**src/rtl/onehot_seq.sv**
```systemverilog
// One-hot step sequencer: registered index driving a gated one-hot output vector.
// Define ONEHOT_SEQ_AUTOCLR_EN to return to IDLE after wrapping past the last index.
module onehot_seq #(
    parameter int W_BITS    = 3,
    parameter int MSB_FIRST = 1
) (
    input  logic                     Clock,
    input  logic                     Resetn,
    input  logic                     En,
    input  logic                     Clear,
    input  logic                     Load,
    input  logic [W_BITS-1:0]        W,
    input  logic                     Adv,
    output logic [(1<<W_BITS)-1:0]   Y,
    output logic [W_BITS-1:0]        Idx,
    output logic                     Active,
    output logic                     Wrap
);
    localparam int N = 1 << W_BITS;
    localparam logic [N-1:0] ONE = N'(1);
    localparam logic [N-1:0] TOP = ONE << (N - 1);

    typedef enum logic {IDLE = 1'b0, ACTIVE = 1'b1} state_t;

    state_t              state_q, state_d;
    logic [W_BITS-1:0]   idx_q, idx_d;
    logic                wrap_q, wrap_d;

    always_ff @(posedge Clock or negedge Resetn) begin
        if (!Resetn) begin
            state_q <= IDLE;
            idx_q   <= '0;
            wrap_q  <= 1'b0;
        end else begin
            state_q <= state_d;
            idx_q   <= idx_d;
            wrap_q  <= wrap_d;
        end
    end

    // Wrap is a pulse: any cycle that does not wrap clears it, including En=0 cycles.
    always_comb begin
        state_d = state_q;
        idx_d   = idx_q;
        wrap_d  = 1'b0;
        if (En) begin
            if (Clear) begin
                state_d = IDLE;
                idx_d   = '0;
            end else if (Load) begin
                state_d = ACTIVE;
                idx_d   = W;
            end else if (Adv && state_q == ACTIVE) begin
                if (&idx_q) begin
                    idx_d  = '0;
                    wrap_d = 1'b1;
`ifdef ONEHOT_SEQ_AUTOCLR_EN
                    state_d = IDLE;
`else
                    state_d = ACTIVE;
`endif
                end else begin
                    idx_d = idx_q + W_BITS'(1);
                end
            end
        end
    end

    // Output depends only on registers and En, so it can never carry more than one hot bit.
    always_comb begin
        Y = '0;
        if (En && state_q == ACTIVE) begin
            if (MSB_FIRST != 0) Y = TOP >> idx_q;
            else                Y = ONE << idx_q;
        end
    end

    assign Idx    = idx_q;
    assign Active = (state_q == ACTIVE);
    assign Wrap   = wrap_q;

endmodule

```
**config.mk**
```make
export PLATFORM = sky130hd
export DESIGN_NAME = onehot_seq
export DESIGN_NICKNAME = d
export VERILOG_FILES = /design/src/rtl/onehot_seq.sv
export SDC_FILE = /design/constraint.sdc
export NUM_CORES = 1
export LEC_CHECK = 0
export ABC_AREA = 1
export ABC_CLOCK_PERIOD_IN_PS = 1840
export BUFFER_PORTS_ARGS = -buffer_cell sky130_fd_sc_hd__clkbuf_2
export CAP_MARGIN = 20
export CORE_UTILIZATION = 31
export CTS_CLUSTER_DIAMETER = 120
export DETAILED_ROUTE_END_ITERATION = 7
export HOLD_SLACK_MARGIN = 0.15
export MAX_ROUTING_LAYER = met4
export PLACE_DENSITY = 0.7
export SYNTH_ARGS = -nofsm -noshare
export SYNTH_HDL_FRONTEND = slang
export SYNTH_SLANG_ARGS = --single-unit
```
**constraint.sdc**
```tcl
create_clock -name Clock -period 1.84 [get_ports Clock]
set_input_delay 0.184 -clock Clock [delete_from_list [all_inputs] [get_ports Clock]]
set_output_delay 0.184 -clock Clock [all_outputs]
set_load 0.05 [all_outputs]
```
==> results of run 1 <==
## path summary, 6_finish.rpt
check                              startpoint            endpoint  slack [ns]
hold / removal                            Adv      Wrap$_DFF_PN0_        0.20
setup / recovery           Idx[0]$_DFFE_PN0P_                Y[0]        0.18
min in group asynchronous              Resetn  Active$_DFFE_PN0P_        0.30
hold reg to reg            Idx[1]$_DFFE_PN0P_  Idx[1]$_DFFE_PN0P_        0.60
max in group asynchronous              Resetn  Idx[1]$_DFFE_PN0P_        1.41
setup reg to reg           Idx[0]$_DFFE_PN0P_  Active$_DFFE_PN0P_        0.53
## stage by stage
step	std cells	util (%)
after floorplan	58	-
after global placement	93	47.68
after detailed placement	93	47.68
after CTS	98	50.74
after global routing	98	50.74
final	98	50.74
## cells by family (layout without fill, tap and decap cells)
group | count (synthesis) | count (layout) | synth area share, %
flip-flops | 5 | 5 | 29.76
AO/OA/AOI/OAI | 1 | 1 | 1.189
adder cells (fa/ha/maj) | 6 | 6 | 17.86
AND/OR/NAND/NOR | 36 | 36 | 41.67
buffers and inverters | 10 | 36 | 9.527
## power by group through the flow
stage | Clock (uW) | Sequential (uW) | Combinational, uW
2_1_floorplan | 0 | 177 | 81.6
4_1_cts | 130 | 139 | 166
5_1_grt | 141 | 141 | 180
6_report | 124 | 139 | 164
3_5_place_dp | 0 | 141 | 164
3_3_place_gp | 0 | 140 | 161
## sequential cells by signal, summed over array words and instances, names as in the netlist
| register | cells |
|---|---|
| Wrap | 1 |
| Active | 1 |
| Idx | 3 |
## repair_timing
| item | CTS | global route |
|---|---|---|
| hold endpoints to repair | 5 | 0 |
| hold buffers | 1 | 0 |
| buffers inserted | 0 | 0 |
## area by class of cell
| type | count | share of cell area, % |
|---|---|---|
| Clock buffer | 4 | 4.366 |
| Inverter | 10 | 6.653 |
| Multi-Input combinational cell | 43 | 46.15 |
| Sequential cell | 5 | 20.79 |
| Tap cell | 14 | 2.911 |
| Timing Repair Buffer | 22 | 19.13 |
## worst max-delay path: stages, from the launching register on
cell and delay [ns]:
dfrtp_1 0.41, ha_1 0.20, ha_1 0.17, inv_1 0.07
nor2_4 0.11, clkbuf_2 0.28
## cell usage in the layout (no fill, tap or decap), types with 2 or more instances in the layout
cell,netlist,layout
clkbuf_2,0,21
nand2_1,14,14
nand3_1,8,8
inv_1,7,7
ha_1,6,6
dfrtp_1,5,5
nor3_2,0,4
nand2_2,3,3
clkbuf_4,0,3
inv_2,2,2
nor3_1,6,2
nor2_1,3,2
## metal layers
metal / part of all wire [%] / wire length, um / track usage (%)
met5: 0 / 0 / -
met4: 1.1 / 10 / 5.172
met3: 6.6 / 59 / 8.671
met2: 48 / 433 / 25.83
met1: 44 / 396 / 14.08
==> summary.md, run 1 <==
| Metric | Value |
|---|---|
| Status | `completed` |
| Clk root buf | `clkbuf_4` |
| Comb power frac | `38.4%` |
| Cts repair resizes | `0` |
| Average cell area after synthesis | `7.248 sq um` |
| Row Count | `12` |
| Area share of the largest cell type after synthesis | `29.76%` |
| Hold Crit Depth | `3` |
| Total number of vias | `455` |
| Critical path arrival | `1.48 ns` |
| CP endpoint kind | `output pin` |
| Min Tclk post-route | `1.659 ns` |
| Num ports | `22` |
| Global-route wire length before repair | `1435 um` |
| Post-route cell area | `601.8 sq um` |
| Worst hold path type | `in -> reg` |
| Initial antenna violation count | `0` |
| Clock-pin slew on the worst setup and hold paths | `0.04 ns` |
| Number of global-route vias before repair | `356` |
| Synth-to-Final Area Change | `43.15%` |
| Initial Util | `35.44%` |
| Netlist cell types | `13` |
| Worst hold slack | `0.1956 ns` |
| Max-slew violation count | `0` |
| Worst clock skew | `0.0003724 ns` |
| Core Box Area | `1186 sq um` |
| CTS Buf Count | `3` |
| Reg power frac | `32.5%` |
| Setup TNS | `0 ns` |
| Worst vdd ir | `0.0003352 V` |
| Port Buffers | `21` |
| Total power | `427.3 uW` |
| Die Width | `38.83 um` |
| Post-Syn Nets | `73` |
| Share of cells above drive strength 1 | `44.05%` |
| WL/cell | `9.173 um` |
| Area after DPL | `565.5 sq um` |
| Ys async rst share | `100.0%` |
| Sw Pwr | `180.6 uW` |
| Largest net degree at the start of global routing | `9` |
| Reg2reg path depth | `8` |
| Die area | `1507 sq um` |
| Largest cells by area after synthesis | `dfrtp_1 (30%), ha_1 (18%), nand2_1 (13%)` |
| GRT Overall Usage | `15.13%` |
| Yosys top cell by area | `dfrtp_1` |
| Fmax | `602.6 MHz` |
| Internal power | `246.7 uW` |
| Area of the multi-input gates | `277.8 sq um` |
| CTS tree | `yes` |
| Remaining DRCs | `0` |
| Register area share after synthesis | `29.76%` |
| Net Sw Frac | `42.25%` |
| Final estimated routing congestion in global placement | `0.8563` |
| Clk Latency, worst-skew pair | `0.24 ns` |
| EDFF count, synth | `0` |
| Most used DFF post-synth | `dfrtp_1` |
| Max clock buf depth | `2` |
| DIE HEIGHT | `38.83 um` |
| Max cap viols | `0` |
| Routed wire length | `899 um` |
| Sequential cell area | `125.1 sq um` |
| Fin crit share | `90.18%` |
| Mapped Area | `420.4 sq um` |
| Count leader, synth | `nand2_1` |
| Clock power share | `29.1%` |
| Max_slew headroom | `81.09%` |
| Leak pwr | `0.0003452 uW` |
| Worst-Margin Slew | `0.2849 ns` |
| Via-to-Cell Ratio | `4.643` |
| Required @ worst endpoint | `1.66 ns` |
| Post-Synthesis Cells | `58` |
| Synth Warn # | `0` |
| RSZ-0062 raised after global routing | `false` |
| Fillers | `130` |
| DRT antenna net count | `0` |
| Yosys reg bits | `5` |
| DR iter-0 viols | `13` |
| Startpoint Class | `flop` |
| Layout Nets | `100` |
| Pre-antenna DRT Iters | `4` |
| # setup viols final | `0` |
| Final setup margin | `0.1806 ns` |
| Most frequent cells after synthesis | `nand2_1 (14), nand3_1 (8), inv_1 (7)` |
| GR Overflow Total | `0` |
| Clk sinks | `5` |
| Final antenna diode count | `0` |
| Crit Path Category | `reg -> out` |
| PwrDens | `710.0 nW/um^2` |
| H-tree depth | `1` |
| Pre-CTS WS | `0.4197 ns` |
| Hpwl dp | `775.4 um` |
| Hold Fails Final Rpt | `0` |
| Crit Path Max Fanout | `5` |
Power figures use the tool's default switching activity.
==> run 2, diff against run 1 <==
- ABC_AREA: 1 -> not set
==> run 2 against run 1 <==
Effect of this change:
- routed wire length shrank 5.1%
- final cell count shrank 13%
- clock-buffer cell count is the same
- critical endpoint unchanged
==> summary.md, run 2 <==
| Metric | Value |
|---|---|
| Status | `completed` |
| Worst r2r src | `Idx[0]$_DFFE_PN0P_` |
| Yosys top cell by area | `dfrtp_1` |
| Hold Fails Final Rpt | `0 (unchanged)` |
| Synth-to-Final Area Change | `33.93%` |
| Pre-CTS WS | `0.2397 ns (-0.1800 ns)` |
| Number of global-route vias before repair | `370 (+3.9%)` |
| Max reg flops | `3 (unchanged)` |
| Delay-heaviest family, CP | `adder cells` |
| Initial antenna violation count | `0 (unchanged)` |
| Worst path depth | `4 (-1)` |
| Routed wire length | `853 um (-5.1%)` |
| GRT Overall Usage | `15.31% (+0.18 points)` |
| Crit-path cells | `ha_1 -> ha_1 -> and3_2 -> buf_2` |
| Final estimated routing congestion in global placement | `0.8005 (-6.5%)` |
| Clk root buf | `clkbuf_4` |
| Share of cells above drive strength 1 | `47.89% (+3.8 points)` |
| Most used DFF post-synth | `dfrtp_1` |
| Critical path arrival | `1.54 ns (+0.06 ns)` |
| Worst hold slack | `0.1933 ns (-0.002272 ns)` |
| Total number of vias | `396 (-13%)` |
| Reg power frac | `34.5% (+2.0 points)` |
| Clock power share | `31.1% (+2.0 points)` |
| CTS Buf Count | `3 (unchanged)` |
| Max clock buf depth | `2 (unchanged)` |
| Min Tclk post-route | `1.723 ns (+0.06379 ns)` |
| GR Overflow Total | `0 (unchanged)` |
| Internal power | `245.7 uW (-0.44%)` |
| Worst-Margin Slew | `0.2721 ns (-0.01277 ns)` |
| Area share of the largest cell type after synthesis | `29.76% (unchanged)` |
| Core Box Area | `1186 sq um (unchanged)` |
| Layout Nets | `87 (-13%)` |
| Total power | `400.1 uW (-6.4%)` |
| Crit Path Category | `reg -> out` |
| # setup viols final | `0 (unchanged)` |
| Commonest non-fill, non-tap cell in the layout | `clkbuf_2` |
| Num ports | `22 (unchanged)` |
| Hpwl dp | `714 um (-7.9%)` |
| Initial Util | `35.44% (unchanged)` |
| Register area share after synthesis | `29.76% (unchanged)` |
| Ys async rst share | `100.0% (unchanged)` |
| Port Buffers | `21 (unchanged)` |
| Largest cells by area after synthesis | `dfrtp_1 (30%), ha_1 (18%), o2bb2ai_2 (7.1%)` |
| Die area | `1507 sq um (unchanged)` |
| Global-route wire length before repair | `1476 um (+2.9%)` |
| Max cap viols | `0 (unchanged)` |
| Setup TNS | `0 ns (unchanged)` |
| Area after DPL | `526.8 sq um (-6.9%)` |
| Yosys reg bits | `5 (unchanged)` |
| Fin crit share | `93.65% (+3.5 points)` |
| Reg2reg path depth | `5 (-3)` |
| Cell mode on critical path | `ha_1` |
| H-tree depth | `1 (unchanged)` |
| DIE HEIGHT | `38.83 um (unchanged)` |
| Clk Latency, worst-skew pair | `0.24 ns (about the same)` |
| DR iter-0 viols | `2 (-11)` |
| R2R Path End | `Idx[2]$_DFFE_PN0P_` |
| WL/cell | `10.04 um (+9.4%)` |
| RSZ-0062 raised after global routing | `false` |
| Worst setup startpoint | `Idx[0]$_DFFE_PN0P_` |
| R2R setup slack | `0.24 ns (-0.29 ns)` |
| Remaining DRCs | `0 (unchanged)` |
| Worst hold path type | `in -> reg` |
| Worst clock skew | `0.004944 ns (+0.004571 ns)` |
| DRT antenna net count | `0 (unchanged)` |
| Average cell area after synthesis | `8.945 sq um (+23%)` |
| Commonest cells after routing, fill and taps aside | `clkbuf_2 (20), nor2_1 (7), ha_1 (6)` |
| Pre-antenna DRT Iters | `4 (unchanged)` |
| Max-slew violation count | `0 (unchanged)` |
| Netlist cell types | `20 (+7)` |
| Mapped Area | `420.4 sq um (unchanged)` |
| Comb power frac | `34.4% (-4.0 points)` |
| CTS tree | `yes` |
| Startpoint Class | `flop` |
| Worst path slowest cell | `dfrtp_1` |
| Crit Path Max Fanout | `6 (+1)` |
| PwrDens | `710.7 nW/um^2 (about the same)` |
| Sw Pwr | `154.5 uW (-14%)` |
| Clock-pin slew on the worst setup and hold paths | `0.04 ns (about the same)` |
| Worst vdd ir | `0.0003849 V (+15%)` |
| Post-Synthesis Cells | `47 (-19%)` |
| Via-to-Cell Ratio | `4.659 (+0.34%)` |
| Critical Path Sink | `Y[0]` |
| EDFF count, synth | `0 (unchanged)` |
| Required @ worst endpoint | `1.66 ns (about the same)` |
| Synth Warn # | `0 (unchanged)` |
| Max incr delay on CP | `0.44 ns (+0.03 ns)` |
| Row Count | `12 (unchanged)` |
| Hold Crit Depth | `2 (-1)` |
| Count leader, synth | `nor2_1` |
| Largest net degree at the start of global routing | `11 (+2)` |
| Net Sw Frac | `38.60% (-3.7 points)` |
| Post-Syn Nets | `62 (-15%)` |
| Most frequent cells after synthesis | `nor2_1 (7), ha_1 (6), a21oi_1 (5), dfrtp_1 (5), nand2_1 (5)` |
| Final antenna diode count | `0 (unchanged)` |
| Final setup margin | `0.1168 ns (-0.06379 ns)` |
| Die Width | `38.83 um (unchanged)` |
| Max_slew headroom | `81.86% (+0.77 points)` |
| Clk sinks | `5 (unchanged)` |
| CP endpoint kind | `output pin` |
| Fmax | `580.3 MHz (-3.7%)` |
| WP buf/inv | `1 (-1)` |
| Leak pwr | `0.0003042 uW (-12%)` |
| Post-route cell area | `563.0 sq um (-6.4%)` |
==> run 2: area by class of cell <==
cell class | count | area [sq um]
Fill cell | 125 | 623.1
Multi-Input combinational cell | 37 | 267.8
Sequential cell | 5 | 125.1
Timing Repair Buffer | 22 | 115.1
Clock buffer | 4 | 26.28
Tap cell | 14 | 17.52
Inverter | 3 | 11.26
==> run 2: how the worst min path moves through the flow <==
stage / start / end / slack, ns
2_1_floorplan: Resetn / Active$_DFFE_PN0P_ / -0.11
3_3_place_gp: Resetn / Idx[1]$_DFFE_PN0P_ / 0.005
3_5_place_dp: Resetn / Wrap$_DFF_PN0_ / 0.002
4_1_cts: Clear / Active$_DFFE_PN0P_ / 0.19
5_1_grt: Clear / Active$_DFFE_PN0P_ / 0.22
6_report: Clear / Active$_DFFE_PN0P_ / 0.19
==> run 2: worst register-to-register path: stages (launching register included) <==
cell and delay, ns:
dfrtp_1 0.44, ha_1 0.25, ha_1 0.26, or2_2 0.29
a21oi_1 0.14, mux2_2 0.16
==> run 2: timing repair <==
action,in CTS,in global routing
buffers inserted,0,0
endpoints found under the setup margin,0,1
resized for setup,0,1
hold buffers,1,0
endpoints found under the hold margin,5,0
==> run 2: cells by family (layout without fill, tap and decap cells) <==
family | Yosys count | count (layout) | synth area share (%)
simple gates | 21 | 21 | 25.60
compound gates | 9 | 9 | 17.56
fa+ha+maj | 6 | 6 | 17.86
flops | 5 | 5 | 29.76
buf+inv | 5 | 29 | 6.546
mux | 1 | 1 | 2.678
==> run 2: layer usage <==
metal | global-route usage, % | wire, um | vias up
li1 | - | - | 206
met1 | 16.37 | 417 | 171
met2 | 25.00 | 384 | 17
met3 | 3.468 | 32 | 2
met4 | 10.34 | 19 | 0
met5 | - | 0 | -
==> run 2: stage by stage <==
stage          std cells  util, %
4_1_cts               85    47.47
5_1_grt               85    47.47
2_1_floorplan         47        -
3_5_place_dp          80    44.41
6_report              85    47.47
3_3_place_gp          80    44.41
==> run 2: power by group through the flow <==
stage / Sequential, uW / Clock [uW] / Combinational, uW
after detailed placement: 140 / 0 / 137
after global placement: 138 / 0 / 137
after floorplan: 170 / 0 / 71.4
final: 138 / 125 / 138
after global routing: 141 / 134 / 153
after CTS: 138 / 128 / 139
==> run 3, diff against run 2 <==
- CTS_CLUSTER_DIAMETER: 120 -> not set
- PLACE_DENSITY: 0.7 -> 0.67
- REMOVE_ABC_BUFFERS: not set -> 1
==> run 3 against run 2 <==
Effect of this change:
- sequential share of layout area did not move
- design area did not move
- worst setup slack got worse by 0.0058 ns
- critical path depth did not move
- global-route usage fell by 2.0 points
- largest power group is now combinational logic
- non-clock buffer count did not move
- final cell count did not move
- die area did not move
- clock power barely moved
- clock skew fell by 0.0035 ns
- critical path type unchanged
- power rose by 0.29%
==> summary.md, run 3 (same netlist as run 2, synthesis figures left out) <==
| Metric | Value |
|---|---|
| CTS tree | `yes` |
| Hold Fails Final Rpt | `0 (unchanged)` |
| Number of global-route vias before repair | `332 (-10%)` |
| Share of cells above drive strength 1 | `47.89% (unchanged)` |
| GRT Overall Usage | `13.30% (-2.0 points)` |
| Fillers | `122 (-2.4%)` |
| Area after DPL | `526.8 sq um (unchanged)` |
| Commonest cells after routing, fill and taps aside | `clkbuf_2 (20), nor2_1 (7), ha_1 (6)` |
| Worst-Margin Slew | `0.2827 ns (+0.01053 ns)` |
| Reg2reg path depth | `5 (unchanged)` |
| CTS Buf Count | `3 (unchanged)` |
| Startpoint Class | `flop` |
| Critical Path Sink | `Y[0]` |
| Max clock buf depth | `2 (unchanged)` |
| Clock-pin slew on the worst setup and hold paths | `0.04 ns (about the same)` |
| Initial antenna violation count | `0 (unchanged)` |
| Max reg flops | `3 (unchanged)` |
| WL/cell | `10.20 um (+1.6%)` |
| Min Tclk post-route | `1.729 ns (+0.005790 ns)` |
| Critical path arrival | `1.54 ns (about the same)` |
| R2R setup slack | `0.24 ns (about the same)` |
| Final antenna diode count | `0 (unchanged)` |
| Clk root buf | `clkbuf_4` |
| Leak pwr | `0.0003042 uW (unchanged)` |
| Die area | `1507 sq um (unchanged)` |
| Net Sw Frac | `38.72% (+0.11 points)` |
| Fmax | `578.4 MHz (-0.33%)` |
| Crit Path Max Fanout | `6 (unchanged)` |
| Clk sinks | `5 (unchanged)` |
| Placed instance count | `80 (unchanged)` |
| Core Box Area | `1186 sq um (unchanged)` |
| RSZ-0062 raised after global routing | `false` |
| Area of the multi-input gates | `267.8 sq um (unchanged)` |
| Commonest non-fill, non-tap cell in the layout | `clkbuf_2` |
| Worst vdd ir | `0.0003922 V (+1.9%)` |
| Crit Path Category | `reg -> out` |
| Row Count | `12 (unchanged)` |
| Max cap viols | `0 (unchanged)` |
| DRT antenna net count | `0 (unchanged)` |
| Largest net degree at the start of global routing | `11 (unchanged)` |
| Non-filler cells, final | `85 (unchanged)` |
| Final estimated routing congestion in global placement | `0.7279 (-9.1%)` |
| H-tree depth | `1 (unchanged)` |
| Worst hold path type | `in -> reg` |
| Pre-antenna DRT Iters | `2 (-2)` |
| Reg power frac | `34.2% (-0.3 points)` |
| Fin crit share | `93.96% (+0.31 points)` |
| Worst clock skew | `0.001427 ns (-0.003517 ns)` |
| Internal power | `245.9 uW (+0.11%)` |
| Setup TNS | `0 ns (unchanged)` |
| Post-CTS Setup Bufs | `0 (unchanged)` |
| # setup viols final | `0 (unchanged)` |
| Synth-to-Final Area Change | `33.93% (unchanged)` |
| Via-to-Cell Ratio | `4.824 (+3.5%)` |
| Status | `completed` |
| Layout Nets | `87 (unchanged)` |
| Num ports | `22 (unchanged)` |
| Total number of vias | `410 (+3.5%)` |
| GR Overflow Total | `0 (unchanged)` |
| Worst setup startpoint | `Idx[0]$_DFFE_PN0P_` |
| Worst hold slack | `0.1909 ns (-0.002429 ns)` |
| Worst r2r src | `Idx[0]$_DFFE_PN0P_` |
| Routed wire length | `867 um (+1.6%)` |
| DIE HEIGHT | `38.83 um (unchanged)` |
| Comb power frac | `34.6% (+0.2 points)` |
| Remaining DRCs | `0 (unchanged)` |
| Required @ worst endpoint | `1.66 ns (about the same)` |
| DR iter-0 viols | `3 (+1)` |
| CP endpoint kind | `output pin` |
| Clk Latency, worst-skew pair | `0.24 ns (about the same)` |
| Hpwl dp | `734.6 um (+2.9%)` |
| PwrDens | `712.8 nW/um^2 (+0.29%)` |
| Sw Pwr | `155.4 uW (+0.58%)` |
| Max-slew violation count | `0 (unchanged)` |
| Die Width | `38.83 um (unchanged)` |
| R2R Path End | `Idx[2]$_DFFE_PN0P_` |
| Port Buffers | `21 (unchanged)` |
| Clock power share | `31.2% (about the same)` |
| Sequential cell area | `125.1 sq um (unchanged)` |
| Initial Util | `35.44% (unchanged)` |
| Max_slew headroom | `81.23% (-0.62 points)` |
| Global-route wire length before repair | `1338 um (-9.3%)` |
| Post-route cell area | `563.0 sq um (unchanged)` |
run 3: final cells by class:
type                            count  share of cell area, %
Multi-Input combinational cell     37                  47.56
Sequential cell                     5                  22.22
Timing Repair Buffer               22                  20.44
Clock buffer                        4                  4.667
Tap cell                           14                  3.111
Inverter                            3                  2.000
run 3: stage by stage:
stage	power (uW)	setup slack [ns]	util, %
2_1_floorplan	234.7	0.007625	-
3_3_place_gp	276.2	0.2927	44.41
3_5_place_dp	277.4	0.2376	44.41
4_1_cts	407.3	0.07518	47.47
5_1_grt	429.0	0.001118	47.47
6_report	401.3	0.1111	47.47
run 3: how the worst min path moves through the flow:
| stage | startpoint | end | slack, ns | depth (start not counted) |
|---|---|---|---|---|
| 6_report | Clear | Active$_DFFE_PN0P_ | 0.19 | 2 |
| 5_1_grt | Clear | Active$_DFFE_PN0P_ | 0.19 | 2 |
| 4_1_cts | Clear | Active$_DFFE_PN0P_ | 0.18 | 2 |
| 3_5_place_dp | Resetn | Wrap$_DFF_PN0_ | 0.01 | 1 |
| 3_3_place_gp | Resetn | Wrap$_DFF_PN0_ | 0.01 | 1 |
| 2_1_floorplan | Resetn | Active$_DFFE_PN0P_ | -0.11 | 0 |
run 3: timing repair:
action / 4_1_cts / 5_1_grt
hold buffers: 1 / 0
endpoints found under the setup margin: 0 / 1
hold endpoints to repair: 5 / 0
gates resized for setup: 0 / 1
run 3: power groups by stage:
stage               logic (uW)  registers, uW  clock network, uW
finish                     139            137                125
floorplan                 64.5            170                  0
global route               150            140                139
detailed placement         138            139                  0
global placement           138            138                  0
CTS                        140            138                129
run 3: worst max-delay path: stages, from the launching register on:
cell and delay [ns]:
dfrtp_1 0.44, ha_1 0.25, ha_1 0.21, and3_2 0.19, buf_2 0.21
run 3: routing by layer:
layer  track usage, %  wire, um
met5                -         0
met4                0         0
met3            6.936        58
met2            21.67       387
met1            15.55       422
